## config.mk

```make
export PLATFORM = sky130hd
export DESIGN_NAME = product_accumulator
export DESIGN_NICKNAME = d
export VERILOG_FILES = /design/src/rtl/mult_pkg.sv /design/src/rtl/product_accumulator.sv
export SDC_FILE = /design/constraint.sdc
export NUM_CORES = 1
export LEC_CHECK = 0
export CAP_MARGIN = 20
export CORE_MARGIN = 1.5
export CORE_UTILIZATION = 40
export DETAILED_ROUTE_END_ITERATION = 12
export DONT_BUFFER_PORTS = 1
export SLEW_MARGIN = 5
export SYNTH_ARGS = -nofsm -noshare
export SYNTH_HDL_FRONTEND = slang
export SYNTH_SLANG_ARGS = --single-unit
```

## constraint.sdc

```tcl
create_clock -name clk -period 4.8 [get_ports clk]
set_clock_uncertainty 0.2 [all_clocks]
set_input_delay 0.48 -clock clk [delete_from_list [all_inputs] [get_ports clk]]
set_output_delay 0.48 -clock clk [all_outputs]
set_load 0.01 [all_outputs]
```

## src/rtl/mult_pkg.sv

```systemverilog
// Constants shared by the 8x8 multiplier and the product accumulator so their widths agree,
// plus the accumulator's state encoding.
package mult_pkg;

  localparam int MULT_OP_W   = 8;
  localparam int MULT_PROD_W = 2 * MULT_OP_W;

  typedef enum logic {
    ACCUM = 1'b0,
    HOLD  = 1'b1
  } acc_state_t;

endpackage

```

## src/rtl/product_accumulator.sv

```systemverilog
// Sums LEN unsigned products into one ACC_W-bit result, with a sticky per-result wrap flag.
// The result is held until the consumer takes it.
module product_accumulator
  import mult_pkg::*;
#(
  parameter int PROD_W = MULT_PROD_W,
  parameter int ACC_W  = 24,
  parameter int LEN    = 8
) (
  input  logic              clk,
  input  logic              rst_n,
  input  logic              clear,
  input  logic              in_valid,
  output logic              in_ready,
  input  logic [PROD_W-1:0] in_prod,
  output logic              out_valid,
  input  logic              out_ready,
  output logic [ACC_W-1:0]  out_sum,
  output logic              out_ovf
);

  localparam int CNT_W = $clog2(LEN + 1);

  // Handshake: a product moves on any rising edge where in_valid & in_ready;
  // a result moves on any rising edge where out_valid & out_ready. clear overrides both.
  acc_state_t       state;
  acc_state_t       state_next;
  logic [ACC_W-1:0] acc;
  logic [CNT_W-1:0] cnt;
  logic             ovf;
  logic [ACC_W:0]   sum;
  logic             beat;
  logic             last;

  assign in_ready  = (state == ACCUM);
  assign out_valid = (state == HOLD);
  assign beat      = in_valid & in_ready;
  assign last      = (cnt == CNT_W'(LEN - 1));

  // One extra bit on the adder captures the wrap carry.
  assign sum = {1'b0, acc} + (ACC_W + 1)'(in_prod);

  always_comb begin
    state_next = state;
    if (clear) begin
      state_next = ACCUM;
    end else begin
      case (state)
        ACCUM:   if (beat && last) state_next = HOLD;
        HOLD:    if (out_ready)    state_next = ACCUM;
        default: state_next = ACCUM;
      endcase
    end
  end

  always_ff @(posedge clk or negedge rst_n) begin
    if (!rst_n) begin
      state <= ACCUM;
    end else begin
      state <= state_next;
    end
  end

  // out_sum deliberately survives clear; only reset zeroes it.
  always_ff @(posedge clk or negedge rst_n) begin
    if (!rst_n) begin
      acc     <= '0;
      cnt     <= '0;
      ovf     <= 1'b0;
      out_sum <= '0;
      out_ovf <= 1'b0;
    end else if (clear) begin
      acc <= '0;
      cnt <= '0;
      ovf <= 1'b0;
    end else if (beat) begin
      if (last) begin
        out_sum <= sum[ACC_W-1:0];
        out_ovf <= ovf | sum[ACC_W];
        acc     <= '0;
        cnt     <= '0;
        ovf     <= 1'b0;
      end else begin
        acc <= sum[ACC_W-1:0];
        cnt <= cnt + 1'b1;
        ovf <= ovf | sum[ACC_W];
      end
    end
  end

endmodule

```

Word level (Yosys, flattened, before mapping)
Index checks and enable logic that the tools add are counted.
{"block": "totals", "register_bits": 55, "inputBits": 21, "elab_cells": 29}
{"block": "op_classes", "n_addsub": 2, "n_eq_ne": 1, "mux": 13, "n_bitwise": 4, "n_reduce_logical": 3}
{"cell": "$mux 24", "count": 3}
{"cell": "$add 24x16->25", "count": 1}
{"cell": "$mux 4", "count": 3}
{"cell": "$mux 1", "count": 6}
{"cell": "$add 4x1->4 const B", "count": 1}
{"cell": "$eq 4x3->1 const B", "count": 1}
{"cell": "$reduce_and 3->1", "count": 1}
{"cell": "$not 1->1", "count": 2}
{"cell": "$pmux 1 s2", "count": 1}
{"cell": "$reduce_bool 2->1", "count": 1}
{"cell": "$and 1x1->1", "count": 1}
{"cell": "$logic_and 1x1->1", "count": 1}
{"cell": "$or 1x1->1", "count": 1}

Longest topological paths before layout
Gate-level depths: netlist (run 1).
{"block": "depth", "ltp_word": 6, "ltp_mapped": 11, "mapped_depth_nobuf": 10}

Least setup slack after synthesis (run 1)
OpenSTA, ideal clock, no wires.
{"block": "synth_path", "path_type": "input -> register", "startpoint": "input port in_prod[0]", "endpoint": "register out_sum[20]", "arrival_ns": 2.381, "path_slack_ns": 2.095, "stages": 11, "n_path_buf": 1, "path_cell_list": "ha_1 > inv_1 > fa_1 > nand2b_1 > a21oi_2 > o22ai_4 > o221ai_2 > a311o_1 > buf_6 > a211oi_1 > a211o_1"}
{"block": "synth_via", "elab_chain_cells": 1}
{"item": "start: declaration", "line_no": "product_accumulator.sv:15", "text": "input logic [PROD_W-1:0] in_prod,"}
{"item": "$add 24x16->25", "line_no": "product_accumulator.sv:41", "text": "assign sum = {1'b0, acc} + (ACC_W + 1)'(in_prod);"}
{"item": "end signal: assignment", "line_no": "product_accumulator.sv:78", "text": "out_sum <= sum[ACC_W-1:0];"}
{"item": "end: declaration", "line_no": "product_accumulator.sv:18", "text": "output logic [ACC_W-1:0] out_sum,"}
Every way passes these cells.
A chain may end at the register's enable or synchronous reset.

Worst setup path in the final report (run 1)
{"block": "layout_path", "startpoint": "register acc[0]", "endpoint": "register out_sum[20]"}
{"block": "layout_via", "elab_chain_cells": 1}
{"item": "start: declaration", "line_no": "product_accumulator.sv:28", "text": "logic [ACC_W-1:0] acc;"}
{"item": "start signal: assignment", "line_no": "product_accumulator.sv:84", "text": "acc <= sum[ACC_W-1:0];"}
{"item": "$add 24x16->25", "line_no": "product_accumulator.sv:41"}
Every way passes these cells.

==> results.json, run 1 <==
{
  "ys_ff_latch": 55,
  "run_status": "finished clean",
  "cts_buffers": 5,
  "viasPerCell": 5.62,
  "yosysMostFrequentCell": "dfrtp_1",
  "fin_util_pct": 44.0,
  "r2r-start": "acc[0]",
  "cp-end-kind": "register",
  "drt_iter0_markers": 152,
  "num_rows": 32,
  "rsz0062_at_grt": "no",
  "grtUsageTotal_pct": 16.7,
  "grt_start_max_net_pins": 56,
  "ys_async_sr_fraction_pct": 100,
  "die_w_um": 92.2,
  "syn_inst": 313,
  "synth_flop_cell": "dfrtp_1",
  "required_ns": 4.81,
  "drt-total-wl_mm": 6.69,
  "max_slew.worst_pin.slew_ns": 0.844,
  "start_util_pct": 41.1,
  "grt_antenna_before_repair": 0,
  "worstPathArrival_ns": 2.88,
  "pin_count": 48,
  "ys_seq_area_share_pct": 43.3,
  "critPathKind": "reg2reg",
  "synth_top_area_share_pct": 43.3,
  "drc": 0,
  "die_area_sq_um": 8490,
  "dp_cells": 400,
  "timing.fmax_mhz": 349,
  "hold_end": "cnt[1]",
  "timing.final.crit_period_ns": 2.87,
  "fin_setup_tns_ns": 0,
  "ant_nets": 0,
  "critPathLaunchType": "register",
  "die_y_um": 92.2,
  "synth_area_leaders": "dfrtp_1 43%, ha_1 6.7%, mux2_2 5.3%",
  "clock_sinks": 55,
  "syn_nets": 352,
  "place.port_buffers": 0,
  "cts_tree": "done",
  "slew_headroom_pct": 43.6,
  "grt_overflow": 0,
  "avgSynthCellArea_sq_um": 10.2,
  "holdPathStages": 1,
  "antenna_cells": 0,
  "min_period_over_period_pct": 59.7,
  "place_hpwl_mm": 4.80,
  "clk_latency_ns": 0.31,
  "cts.root.buffer_cell": "clkbuf_8",
  "setup_viol": 0,
  "core_sq_um": 7730,
  "power_density_nw_per_um2": 341,
  "hp-start": "clear",
  "r2r-end": "out_sum[20]",
  "final_cells": 410,
  "ys_warn_count": 0,
  "synth_cell_type_count": 48,
  "grt_pass1_vias": 2253,
  "fin_nets": 346,
  "slew_viol_final": 0,
  "clockBufferDepth": 2,
  "wire_per_inst_um": 16.3,
  "synth_edf_count": 0,
  "drt-pass1-iter-count": 4,
  "syn2layout_area_growth_pct": 6.89,
  "timing.hold.ws_ns": 0.0171,
  "gp_congestion": 0.820,
  "ff2ff_setup_slack_ns": 1.93,
  "clk_pin_slew_ns": 0.11,
  "cap_viol_max_count": 0,
  "synth_top_cell_by_area": "dfrtp_1",
  "postCtsSetupBuffers": 0,
  "dpl_cell_area_sq_um": 3240,
  "netlist_top_cells_count": "55 x dfrtp_1, 33 x nand2_1, 23 x o21ai_0, 17 x ha_1, 16 x a21oi_1",
  "p_leak_nw": 1.54,
  "final_layout_size_suffix_gt1_share_pct": 14.3,
  "final_area_sq_um": 3400,
  "ir_worst_vdd_mv": 0.187,
  "htreeDepth": 2,
  "grt_pass1_wl_mm": 11.3,
  "syn_area_sq_um": 3180,
  "hp-class": "in2reg",
  "ff2ff_path_depth": 10,
  "hold_viol_final": 0,
  "vias": 2305,
  "critical_path_peak_fanout": 9
}
[flip-flops by register name, summed over array words and instances, names as in the netlist]
signal,flops
acc,24
out_sum,24
cnt,4
out_ovf,1
out_valid,1
ovf,1
[cell families (layout without fill, tap and decap cells)]
| logic type | Yosys count | in the layout | synth area share (%) |
|---|---|---|---|
| DFF | 55 | 55 | 43.3 |
| buffers and inverters | 31 | 26 | 4.21 |
| muxes | 15 | 15 | 5.31 |
| adders and majority gates | 18 | 18 | 7.32 |
| and+or+nand+nor | 75 | 75 | 11.9 |
| xor gates and xnor gates | 22 | 22 | 6.06 |
| AOI/OAI and AO/OA | 97 | 97 | 21.9 |
[worst max-delay path by stage]
stage               slack, ns          end  cells after the start  startpoint
finish                   1.93  out_sum[20]                     10      acc[0]
global route             1.80  out_sum[20]                     10      acc[0]
CTS                      1.93  out_sum[20]                     10      acc[0]
detailed placement       1.83  out_sum[20]                     10  in_prod[0]
global placement         1.88  out_sum[20]                     10  in_prod[0]
floorplan                2.09  out_sum[20]                     11  in_prod[0]
[power breakdown]
group          leakage, nW  switching [W]  internal, W  total (W)
registers            0.755      0.0000274     0.000492   0.000520
logic                0.728       0.000190     0.000131   0.000320
clock network       0.0587       0.000160     0.000158   0.000319
[final cells by class]
cell class	count	area [sq um]
Tap cell	102	128
Fill cell	756	4330
Timing Repair Buffer	5	60.1
Inverter	13	48.8
Multi-Input combinational cell	227	1670
Clock inverter	3	47.5
Sequential cell	55	1380
Clock buffer	5	68.8
[critical path: stages, from the launching register on]
cell and delay [ns]:
dfrtp_1 0.37, ha_1 0.17, inv_1 0.05, fa_1 0.39, nand2b_1 0.19, a21oi_2 0.19, o22ai_4 0.12, o221ai_2 0.24
a311o_1 0.42, a211oi_1 0.14, a211o_1 0.29
[metrics by stage]
| step | total power, W | setup WS [ns] |
|---|---|---|
| after floorplan | 0.000784 | 2.09 |
| after global placement | 0.000832 | 1.88 |
| after detailed placement | 0.000835 | 1.83 |
| after CTS | 0.00117 | 1.93 |
| after global routing | 0.00123 | 1.80 |
| final | 0.00116 | 1.93 |
[routing by layer]
layer  wire length, um  GRT usage, %  up-vias
li1                  -             -     1113
met1              3160          22.5     1130
met2              3150          26.6       52
met3               255          3.40       10
met4               131          5.64        0
met5                 0             0        -
[what timing repair did]
item                      4_1_cts  5_1_grt
hold buffers                    2        0
resized for setup               0        0
hold endpoints to repair       55        0
[cell usage in the layout (no fill, tap or decap), types with 3 or more instances in the layout]
cell type	n
a22o_1	15
dfrtp_1	55
nand2_1	33
nor2_1	10
and3_1	3
xnor2_1	12
o21ai_0	23
nand3_1	7
inv_1	13
a21oi_1	16
o31ai_1	3
a31oi_1	11
mux2_2	15
a21o_1	5
clkbuf_8	5
buf_4	3
a21oi_2	5
ha_1	17
nor2b_1	5
xor2_1	10
nand4_1	6
Power figures use the tool's default switching activity.
==> run 2: changes to the inputs <==
--- a/config.mk
+++ b/config.mk
@@ -5,6 +5,7 @@
 export SDC_FILE = /design/constraint.sdc
 export NUM_CORES = 1
 export LEC_CHECK = 0
+export ABC_AREA = 1
 export CAP_MARGIN = 20
 export CORE_MARGIN = 1.5
 export CORE_UTILIZATION = 40
==> constraint.sdc (replaced) <==
create_clock -name clk -period 2.4 [get_ports clk]
set_clock_uncertainty 0.2 [all_clocks]
set_input_delay 0.24 -clock clk [delete_from_list [all_inputs] [get_ports clk]]
set_output_delay 0.24 -clock clk [all_outputs]
set_load 0.01 [all_outputs]
==> results.json, run 2 <==
{
  "cpMaxStageDelayCell": "fa_1",
  "reg_top3": "acc: 24 flops, out_sum: 24 flops, cnt: 4 flops",
  "final_area_sq_um": 4000,
  "worstPathArrival_ns": 2.25,
  "num_rows": 34,
  "slew_viol_final": 0,
  "drt_iter0_markers": 149,
  "pin_count": 48,
  "core_sq_um": 8810,
  "die_area_sq_um": 9800,
  "gp_congestion": 0.962,
  "final_layout_size_suffix_gt1_share_pct": 10.2,
  "required_ns": 2.42,
  "run_status": "finished with violations",
  "place.port_buffers": 0,
  "crit_buf_inv": 2,
  "drt-pass1-iter-count": 11,
  "dpl_cell_area_sq_um": 3830,
  "crit_top_cell": "nand2_1",
  "antenna_cells": 0,
  "critPathKind": "reg2reg",
  "viasPerCell": 4.93,
  "avgSynthCellArea_sq_um": 6.98,
  "grt_start_max_net_pins": 56,
  "die_y_um": 99.0,
  "cp-end-kind": "register",
  "yosysMostFrequentCell": "nand2_1",
  "grtUsageTotal_pct": 19.6,
  "clock_sinks": 55,
  "setup_viol": 0,
  "crit_family": "simple AND/OR/NAND/NOR gates",
  "place_hpwl_mm": 6.88,
  "postCtsSetupBuffers": 0,
  "ys_seq_area_share_pct": 37.3,
  "min_period_over_period_pct": 92.6,
  "clockBufferDepth": 2,
  "synth_top_cell_by_area": "dfrtp_1",
  "htreeDepth": 2,
  "violations": "design-rule violations",
  "grt_overflow": 0,
  "power_w": 0.00219,
  "cts_buffers": 5,
  "synth_top_area_share_pct": 37.3,
  "syn2layout_area_growth_pct": 8.49,
  "dp_cells": 634,
  "ys_async_sr_fraction_pct": 100,
  "critPathMaxStageDelay_ns": 0.40,
  "hold_viol_final": 0,
  "max_slew.worst_pin.slew_ns": 0.317,
  "syn_nets": 567,
  "timing.fmax_mhz": 450,
  "die_w_um": 99.0,
  "ir_worst_vdd_mv": 0.265,
  "cts_tree": "done",
  "cp_cell_sequence": "ha_1 > inv_1 > fa_1 > inv_1 > nand3_1 > nand3_1 > nand2_1 > nand2_2 > nand2_1 > nand2_1 > nand2_1 > nand3_1 > nand2_1",
  "rsz0062_at_grt": "no",
  "fin_setup_tns_ns": 0,
  "ff2ff_setup_slack_ns": 0.18,
  "synth_cell_type_count": 34,
  "wire_per_inst_um": 14.0,
  "clk_latency_ns": 0.32,
  "syn_area_sq_um": 3690,
  "netlist_top_cells_count": "213 x nand2_1, 63 x inv_1, 55 x dfrtp_1, 53 x nand3_1, 25 x nor2_1",
  "grt_pass1_vias": 3186,
  "vias": 3192,
  "ys_ff_latch": 55,
  "timing.final.crit_period_ns": 2.22,
  "fin_nets": 577,
  "cts.root.buffer_cell": "clkbuf_8",
  "synth_edf_count": 0,
  "slew_headroom_pct": 78.8,
  "drt-total-wl_mm": 9.07,
  "final_cell_mix": "212 x nand2_1, 63 x inv_1, 55 x dfrtp_1, 53 x nand3_1, 25 x nor2_1",
  "synth_flop_cell": "dfrtp_1",
  "syn_inst": 528,
  "final_common_cell": "nand2_1",
  "final_cells": 647,
  "start_util_pct": 41.9,
  "grt_pass1_wl_mm": 15.3,
  "synth_area_leaders": "dfrtp_1 37%, nand2_1 22%, nand3_1 7.2%",
  "critPathLaunchType": "register",
  "critical_path_peak_fanout": 4,
  "power_density_nw_per_um2": 547,
  "p_leak_nw": 2.18,
  "drc": 3,
  "clk_pin_slew_ns": 0.11,
  "hp-class": "in2reg",
  "grt_antenna_before_repair": 0,
  "ys_warn_count": 0,
  "cap_viol_max_count": 0,
  "ant_nets": 0
}
-- run 2: worst reg2reg max path: stages, from the launching register on --
cell	delay [ns]
dfrtp_1	0.36
ha_1	0.22
inv_1	0.07
fa_1	0.40
inv_1	0.13
nand3_1	0.08
nand3_1	0.11
nand2_1	0.09
nand2_2	0.13
nand2_1	0.08
nand2_1	0.08
nand2_1	0.07
nand3_1	0.07
nand2_1	0.05
-- run 2: per-layer routing --
layer / part of all wire, % / GRT usage (%) / wire length (um) / up-vias
li1: - / - / - / 1664
met1: 48 / 27.0 / 4390 / 1446
met2: 45 / 31.7 / 4050 / 72
met3: 5.4 / 3.40 / 489 / 10
met4: 1.5 / 5.82 / 133 / 0
met5: 0 / 0 / 0 / -
-- run 2: repair_timing --
action,CTS,global route
hold buffers,5,0
resized for setup,0,1
setup endpoints to repair,0,4
endpoints found under the hold margin,58,0
-- run 2: through the flow --
stage | util, % | setup WS [ns] | hold WS, ns
6_report | 45.4 | 0.178 | 0.0129
5_1_grt | 45.4 | 0.00409 | 0.0503
4_1_cts | 45.4 | 0.132 | 0.00675
3_5_place_dp | 43.5 | 0.148 | -0.254
3_3_place_gp | 43.5 | 0.247 | -0.254
2_1_floorplan | - | 0.406 | -0.256
-- run 2: logic make-up after synthesis --
family	synth area share, %
XOR/XNOR	1.90
AND/OR/NAND/NOR	40.5
buffers and inverters	8.93
AO/OA/AOI/OAI	4.99
flip-flops	37.3
adder cells (fa/ha/maj)	6.31
-- run 2: final cells by class --
type / instances / area (sq um)
well taps: 108 / 135
repair buffers: 11 / 125
inverters: 76 / 285
multi-input cells: 389 / 1980
clock inverters: 3 / 25.0
clock buffers: 5 / 68.8
flip-flops and latches: 55 / 1380
fillers: 921 / 4810
-- run 2: report_power, final --
part	total [W]	switching (W)	internal (W)	leakage, nW
sequential	0.000998	0.0000289	0.000969	0.756
combinational	0.000645	0.000430	0.000215	1.38
clock	0.000544	0.000334	0.000210	0.0443
-- run 2: path summary, 6_finish.rpt --
kind                            startpoint      end  cells after the start
worst min register to register     acc[13]  acc[13]                      2
max in group asynchronous            rst_n   cnt[3]                      2
worst min-delay path              in_valid   cnt[2]                      4
min in group asynchronous            rst_n  acc[21]                      2
worst max-delay path                acc[0]  acc[16]                     13
worst max register to register      acc[0]  acc[16]                     13
